==> src/rtl/y86_pkg.sv <==
// ---------------------------------------------------------------------------
// y86_pkg: shared Y86-64 icodes, status codes and memory-stage state type.
// Revision 1.0
// ---------------------------------------------------------------------------
`default_nettype none

package y86_pkg;

  localparam logic [3:0] INOP    = 4'h0;
  localparam logic [3:0] IHALT   = 4'h1;
  localparam logic [3:0] IRRMOVQ = 4'h2;
  localparam logic [3:0] IIRMOVQ = 4'h3;
  localparam logic [3:0] IRMMOVQ = 4'h4;
  localparam logic [3:0] IMRMOVQ = 4'h5;
  localparam logic [3:0] IOPQ    = 4'h6;
  localparam logic [3:0] IJXX    = 4'h7;
  localparam logic [3:0] ICALL   = 4'h8;
  localparam logic [3:0] IRET    = 4'h9;
  localparam logic [3:0] IPUSHQ  = 4'hA;
  localparam logic [3:0] IPOPQ   = 4'hB;

  localparam logic [2:0] SAOK = 3'd1;
  localparam logic [2:0] SHLT = 3'd2;
  localparam logic [2:0] SADR = 3'd3;
  localparam logic [2:0] SINS = 3'd4;

  typedef enum logic [1:0] {
    S_IDLE   = 2'd0,
    S_ACCESS = 2'd1,
    S_RESP   = 2'd2
  } mem_state_e;

endpackage

`default_nettype wire

==> src/rtl/dmem_sel.sv <==
// ---------------------------------------------------------------------------
// dmem_sel: decodes icode into data-memory address, write data, access type
// and address legality. Option: MEM_ALIGN_CHECK_EN rejects misaligned addresses.
// Revision 1.0
// ---------------------------------------------------------------------------
`default_nettype none

module dmem_sel
  import y86_pkg::*;
#(
  parameter int MEM_BYTES = 1024
) (
  input  logic [3:0]  icode_i,
  input  logic [63:0] valE_i,
  input  logic [63:0] valA_i,
  input  logic [63:0] valP_i,
  output logic [63:0] addr_o,
  output logic [63:0] wdata_o,
  output logic        rd_o,
  output logic        wr_o,
  output logic        legal_o
);

  localparam logic [63:0] LAST_ADDR = 64'(MEM_BYTES - 8);

  always_comb begin
    addr_o  = valE_i;
    wdata_o = valA_i;
    rd_o    = 1'b0;
    wr_o    = 1'b0;
    case (icode_i)
      IRMMOVQ: wr_o = 1'b1;
      IPUSHQ:  wr_o = 1'b1;
      IMRMOVQ: rd_o = 1'b1;
      ICALL: begin
        wr_o    = 1'b1;
        wdata_o = valP_i;
      end
      IRET, IPOPQ: begin
        rd_o   = 1'b1;
        addr_o = valA_i;
      end
      default: ;
    endcase
`ifdef MEM_ALIGN_CHECK_EN
    legal_o = (addr_o <= LAST_ADDR) && (addr_o[2:0] == 3'b000);
`else
    legal_o = (addr_o <= LAST_ADDR);
`endif
  end

endmodule

`default_nettype wire

==> src/rtl/memory_stage.sv <==
// ---------------------------------------------------------------------------
// memory_stage: Y86-64 SEQ memory stage, one req/ack data-memory transaction.
// Option: MEM_ALIGN_CHECK_EN (misaligned access -> ADR). Revision 1.0
// ---------------------------------------------------------------------------
`default_nettype none

module memory_stage
  import y86_pkg::*;
#(
  parameter int MEM_BYTES = 1024
) (
  input  logic        clk,
  input  logic        rst_n,
  input  logic        start,
  input  logic [3:0]  icode,
  input  logic [63:0] valE,
  input  logic [63:0] valA,
  input  logic [63:0] valP,
  input  logic        instr_valid,
  input  logic        imem_error,
  output logic        dmem_req,
  output logic        dmem_we,
  output logic [63:0] dmem_addr,
  output logic [63:0] dmem_wdata,
  input  logic        dmem_ack,
  input  logic [63:0] dmem_rdata,
  input  logic        dmem_error,
  output logic [63:0] valM,
  output logic [2:0]  stat,
  output logic        busy,
  output logic        done
);

  mem_state_e  state_q, state_d;
  logic [63:0] addr_q, addr_d, wdata_q, wdata_d, valm_q, valm_d;
  logic        we_q, we_d, rd_q, rd_d;
  logic [2:0]  stat_q, stat_d;

  logic [63:0] sel_addr, sel_wdata;
  logic        sel_rd, sel_wr, sel_legal, sel_access;

  dmem_sel #(.MEM_BYTES(MEM_BYTES)) u_sel (
    .icode_i (icode),
    .valE_i  (valE),
    .valA_i  (valA),
    .valP_i  (valP),
    .addr_o  (sel_addr),
    .wdata_o (sel_wdata),
    .rd_o    (sel_rd),
    .wr_o    (sel_wr),
    .legal_o (sel_legal)
  );

  assign sel_access = sel_rd | sel_wr;

  always_comb begin
    state_d = state_q;
    addr_d  = addr_q;
    wdata_d = wdata_q;
    we_d    = we_q;
    rd_d    = rd_q;
    valm_d  = valm_q;
    stat_d  = stat_q;
    case (state_q)
      S_IDLE: begin
        if (start) begin
          addr_d  = sel_addr;
          wdata_d = sel_wdata;
          we_d    = sel_wr;
          rd_d    = sel_rd;
          if (imem_error)                    stat_d = SADR;
          else if (!instr_valid)             stat_d = SINS;
          else if (sel_access && !sel_legal) stat_d = SADR;
          else if (icode == IHALT)           stat_d = SHLT;
          else                               stat_d = SAOK;
          // Faulted instructions skip the memory port entirely.
          if (!imem_error && instr_valid && sel_access && sel_legal)
            state_d = S_ACCESS;
          else
            state_d = S_RESP;
        end
      end
      S_ACCESS: begin
        if (dmem_ack) begin
          stat_d = dmem_error ? SADR : SAOK;
          if (rd_q && !dmem_error) valm_d = dmem_rdata;
          state_d = S_RESP;
        end
      end
      S_RESP:  state_d = S_IDLE;
      default: state_d = S_IDLE;
    endcase
  end

  always_ff @(posedge clk or negedge rst_n) begin
    if (!rst_n) begin
      state_q <= S_IDLE;
      addr_q  <= '0;
      wdata_q <= '0;
      we_q    <= 1'b0;
      rd_q    <= 1'b0;
      valm_q  <= '0;
      stat_q  <= SAOK;
    end else begin
      state_q <= state_d;
      addr_q  <= addr_d;
      wdata_q <= wdata_d;
      we_q    <= we_d;
      rd_q    <= rd_d;
      valm_q  <= valm_d;
      stat_q  <= stat_d;
    end
  end

  assign dmem_req   = (state_q == S_ACCESS);
  assign dmem_we    = we_q;
  assign dmem_addr  = addr_q;
  assign dmem_wdata = wdata_q;
  assign valM       = valm_q;
  assign stat       = stat_q;
  assign busy       = (state_q != S_IDLE);
  assign done       = (state_q == S_RESP);

endmodule

`default_nettype wire

==> config.mk <==
export PLATFORM = sky130hd
export DESIGN_NAME = memory_stage
export DESIGN_NICKNAME = d
export VERILOG_FILES = /design/src/rtl/y86_pkg.sv /design/src/rtl/dmem_sel.sv /design/src/rtl/memory_stage.sv
export SDC_FILE = /design/constraint.sdc
export NUM_CORES = 1
export LEC_CHECK = 0
export ABC_AREA = 1
export CORE_AREA = 10 10 173 175
export DETAILED_ROUTE_END_ITERATION = 10
export DIE_AREA = 0 0 183 185
export PLACE_DENSITY = 0.74
export SKIP_CTS_REPAIR_TIMING = 1
export SLEW_MARGIN = 0
export SYNTH_ARGS = -nofsm -noshare
export SYNTH_HDL_FRONTEND = slang
export SYNTH_HIERARCHICAL = 1
export SYNTH_SLANG_ARGS = --single-unit
==> constraint.sdc <==
create_clock -name clk -period 3.2 [get_ports clk]
set_input_delay 0.96 -clock clk [delete_from_list [all_inputs] [get_ports clk]]
set_output_delay 0.96 -clock clk [all_outputs]
set_load 0.1 [all_outputs]
==> results of run 1 <==
-- cell families after synthesis --
logic type | after synthesis | share of synthesized area
simple gates | 770 | 0.300
flops | 199 | 0.507
buf+inv | 173 | 0.0809
compound gates | 106 | 0.0543
mux | 51 | 0.0584
-- worst max-delay path, cell delays in order --
cell and delay (ns):
clkdlybuf4s50_1 0.54, buf_4 0.15, inv_1 0.05, nor2_1 0.08, buf_4 0.19, nand3_1 0.09, nand2_1 0.09, nand2_1 0.06
nor2_1 0.11, nand2_1 0.06, nor2_1 0.11, nand3_1 0.11, nor2_1 0.14, inv_1 0.07, nor2_1 0.08, nand3_1 0.08
o21ai_0 0.15, inv_1 0.05
-- routing by layer --
metal  up-vias  GRT usage
li1       4966          -
met1      4809      0.326
met2       374      0.417
met3        46     0.0750
met4         4     0.0748
met5         -          0
-- flip-flops by register name (all words and copies together), names as in the netlist --
| signal | flops |
|---|---|
| state_q | 2 |
| rd_q | 1 |
| dmem_we | 1 |
| valM | 64 |
| stat | 3 |
| dmem_wdata | 64 |
| dmem_addr | 64 |
-- cell usage after synthesis --
cell type,number
nand3_1,22
inv_2,1
buf_6,9
o22ai_1,1
clkbuf_1,9
nand3_2,2
nor2_4,1
buf_2,42
and2_1,2
clkbuf_2,3
nand4_1,1
o21a_1,1
nor2_1,55
buf_1,2
o21ai_0,67
inv_1,101
o21ai_1,22
a21oi_1,15
nand2_1,687
buf_4,6
mux2_2,51
dfrtp_1,198
dfstp_2,1
-- power groups by stage --
stage | logic (mW) | registers, mW | clock network (mW)
5_1_grt | 3.69 | 2.95 | 2.52
4_1_cts | 3.56 | 2.92 | 2.40
3_3_place_gp | 3.54 | 2.95 | 0
6_report | 3.54 | 2.92 | 2.35
2_1_floorplan | 0.500 | 4.81 | 0
3_5_place_dp | 3.55 | 2.96 | 0
-- stage by stage --
step	area [µm²]	TNS, ns
floorplan	9830	0
global placement	14800	-0.237
detailed placement	14800	-0.328
CTS	15400	0
global route	15400	0
finish	15400	0
-- area by class of cell --
type | count | share of cell area
flip-flops and latches | 199 | 0.323
repair buffers | 551 | 0.317
multi-input cells | 927 | 0.264
well taps | 341 | 0.0276
clock buffers | 17 | 0.0275
inverters | 102 | 0.0250
clock inverters | 15 | 0.0143
diodes | 11 | 0.00178
-- worst max-delay path by stage --
stage	slack, ns	to	cells past startpoint	from
2_1_floorplan	0.55	done	1	state_q[0]
3_3_place_gp	-0.13	state_q[1]	18	icode[3]
5_1_grt	0.1	state_q[1]	18	icode[2]
4_1_cts	0.34	state_q[1]	18	icode[3]
3_5_place_dp	-0.13	state_q[1]	18	icode[3]
6_report	0.35	state_q[1]	18	icode[3]
==> results.tsv, run 1 <==
metric	value	unit
R2R Path End	dmem_addr[0]	
max_cap viols	0	
setup violators final	0	
layout cells sized above 1	0.209	
fmax	351	MHz
Vias	10199	
GP Congestion	0.924	
hold_sp	dmem_addr[4]	
number of global-route vias before repair	10197	
Hold Slack	0.484	ns
IO Pins	466	
P_int	4.77	mW
Period minus WS final	2.85	ns
clock tree sinks	199	
syn_area_per_cell	7.57	µm²
Fin. Hold Viols	0	
CP required	3.54	ns
CORE AREA	26600	µm²
die height	185	µm
DRT Pass-1 Iters	6	
register area	4980	µm²
Final Instance Count excl. Fillers	2163	
global-route wire length before repair	65000	µm
register area share after synthesis	0.507	
Total GRT Usage	0.257	
final slew viol count	0	
dpl ws	-0.135	ns
CTS tree	done	
count of different cell masters after synthesis	23	
clock-pin slew on the worst setup and hold paths	0.08	ns
RSZ-0062 raised after global routing	false	
r2r worst-path depth	6	
Power Density	570	nW/µm²
most frequent cells in the layout	nand2_1, buf_4, clkdlybuf4s50_1	
top cell type's share of synthesized area	0.504	
final design utilization	0.581	
worst skew pair latency	0.46	ns
H-tree Lvls	4	
I/O Buffers	465	
FF-to-FF setup slack	1.54	ns
Final #Nets	2065	
Worst Path Max Fanout	11	
Die Area	33900	µm²
Netlist Area Pre-Place	9830	µm²
Routed met3 length	3530	µm
WL/cell	20.7	µm
WL met2	21700	µm
Final WS setup	0.351	ns
Arr. time, crit path	3.19	ns
area growth from synthesis to layout	57.1	%
Iteration-0 DRC Markers	901	
number of synthesized register bits	199	
Tightest Hold Check Type	flip-flop to flip-flop	
CP endpoint kind	flip-flop	
Switching Share	0.458	
NetSw	4.04	mW
area of the multi-input gates	4080	µm²
Row Count	60	
maximum vdd drop	0.390	mV
cts bufs inserted	17	
status	finished clean	
Setup CP Type	primary input to flip-flop	
# placed instances	2120	
Filler cells	2534	
largest net degree at the start of global routing	89	
clk_skew	0.0165	ns
Die Wd	183	µm
Worst R2R Start	state_q[0]	
Leak	8.46	nW
Period Utilization, post-route	0.890	
hold path depth	2	
DR vias/cell	4.72	
Top Layer Used	met5	
Bufs on Longest Clock Path	2	
Gate power share	0.402	
Initial Utilization	0.370	
hold endpoint	dmem_addr[4]	
Yosys top cell by area	dfrtp_1	
clock network power share	0.266	
Routed met1 length	18700	µm
residual DRC count	0	
register share of total power	0.332	
Detailed Place HPWL	36100	µm
synth top area cells	dfrtp_1, nand2_1, mux2_2, inv_1, o21ai_0	
syn nets	1566	
Power Total	8.81	mW
Synth warnings	6	
Syn Inst Count	1299	
Slew @ Worst Pin	0.684	ns
DRT antenna net count	0	
initial antenna violation count	13	
slew margin rel.	0.544	
commonest non-fill, non-tap cell in the layout	nand2_1	
CP Launch Type	primary input	
Root Driver	clkbuf_16	
total grt overflow	0	
Detailed Route WL	44900	µm
No activity file was read; power rests on OpenSTA's default activity.
==> run 2: changes to the inputs <==
- HOLD_SLACK_MARGIN: not set -> 0.15
==> results of run 2 <==
Same layout as run 1: the final DEF is identical, and so are final timing and power.
==> run 3: changes to the inputs <==
- SKIP_LAST_GASP: not set -> 1
==> results of run 3 <==
Same layout as run 1: the final DEF is identical, and so are final timing and power.
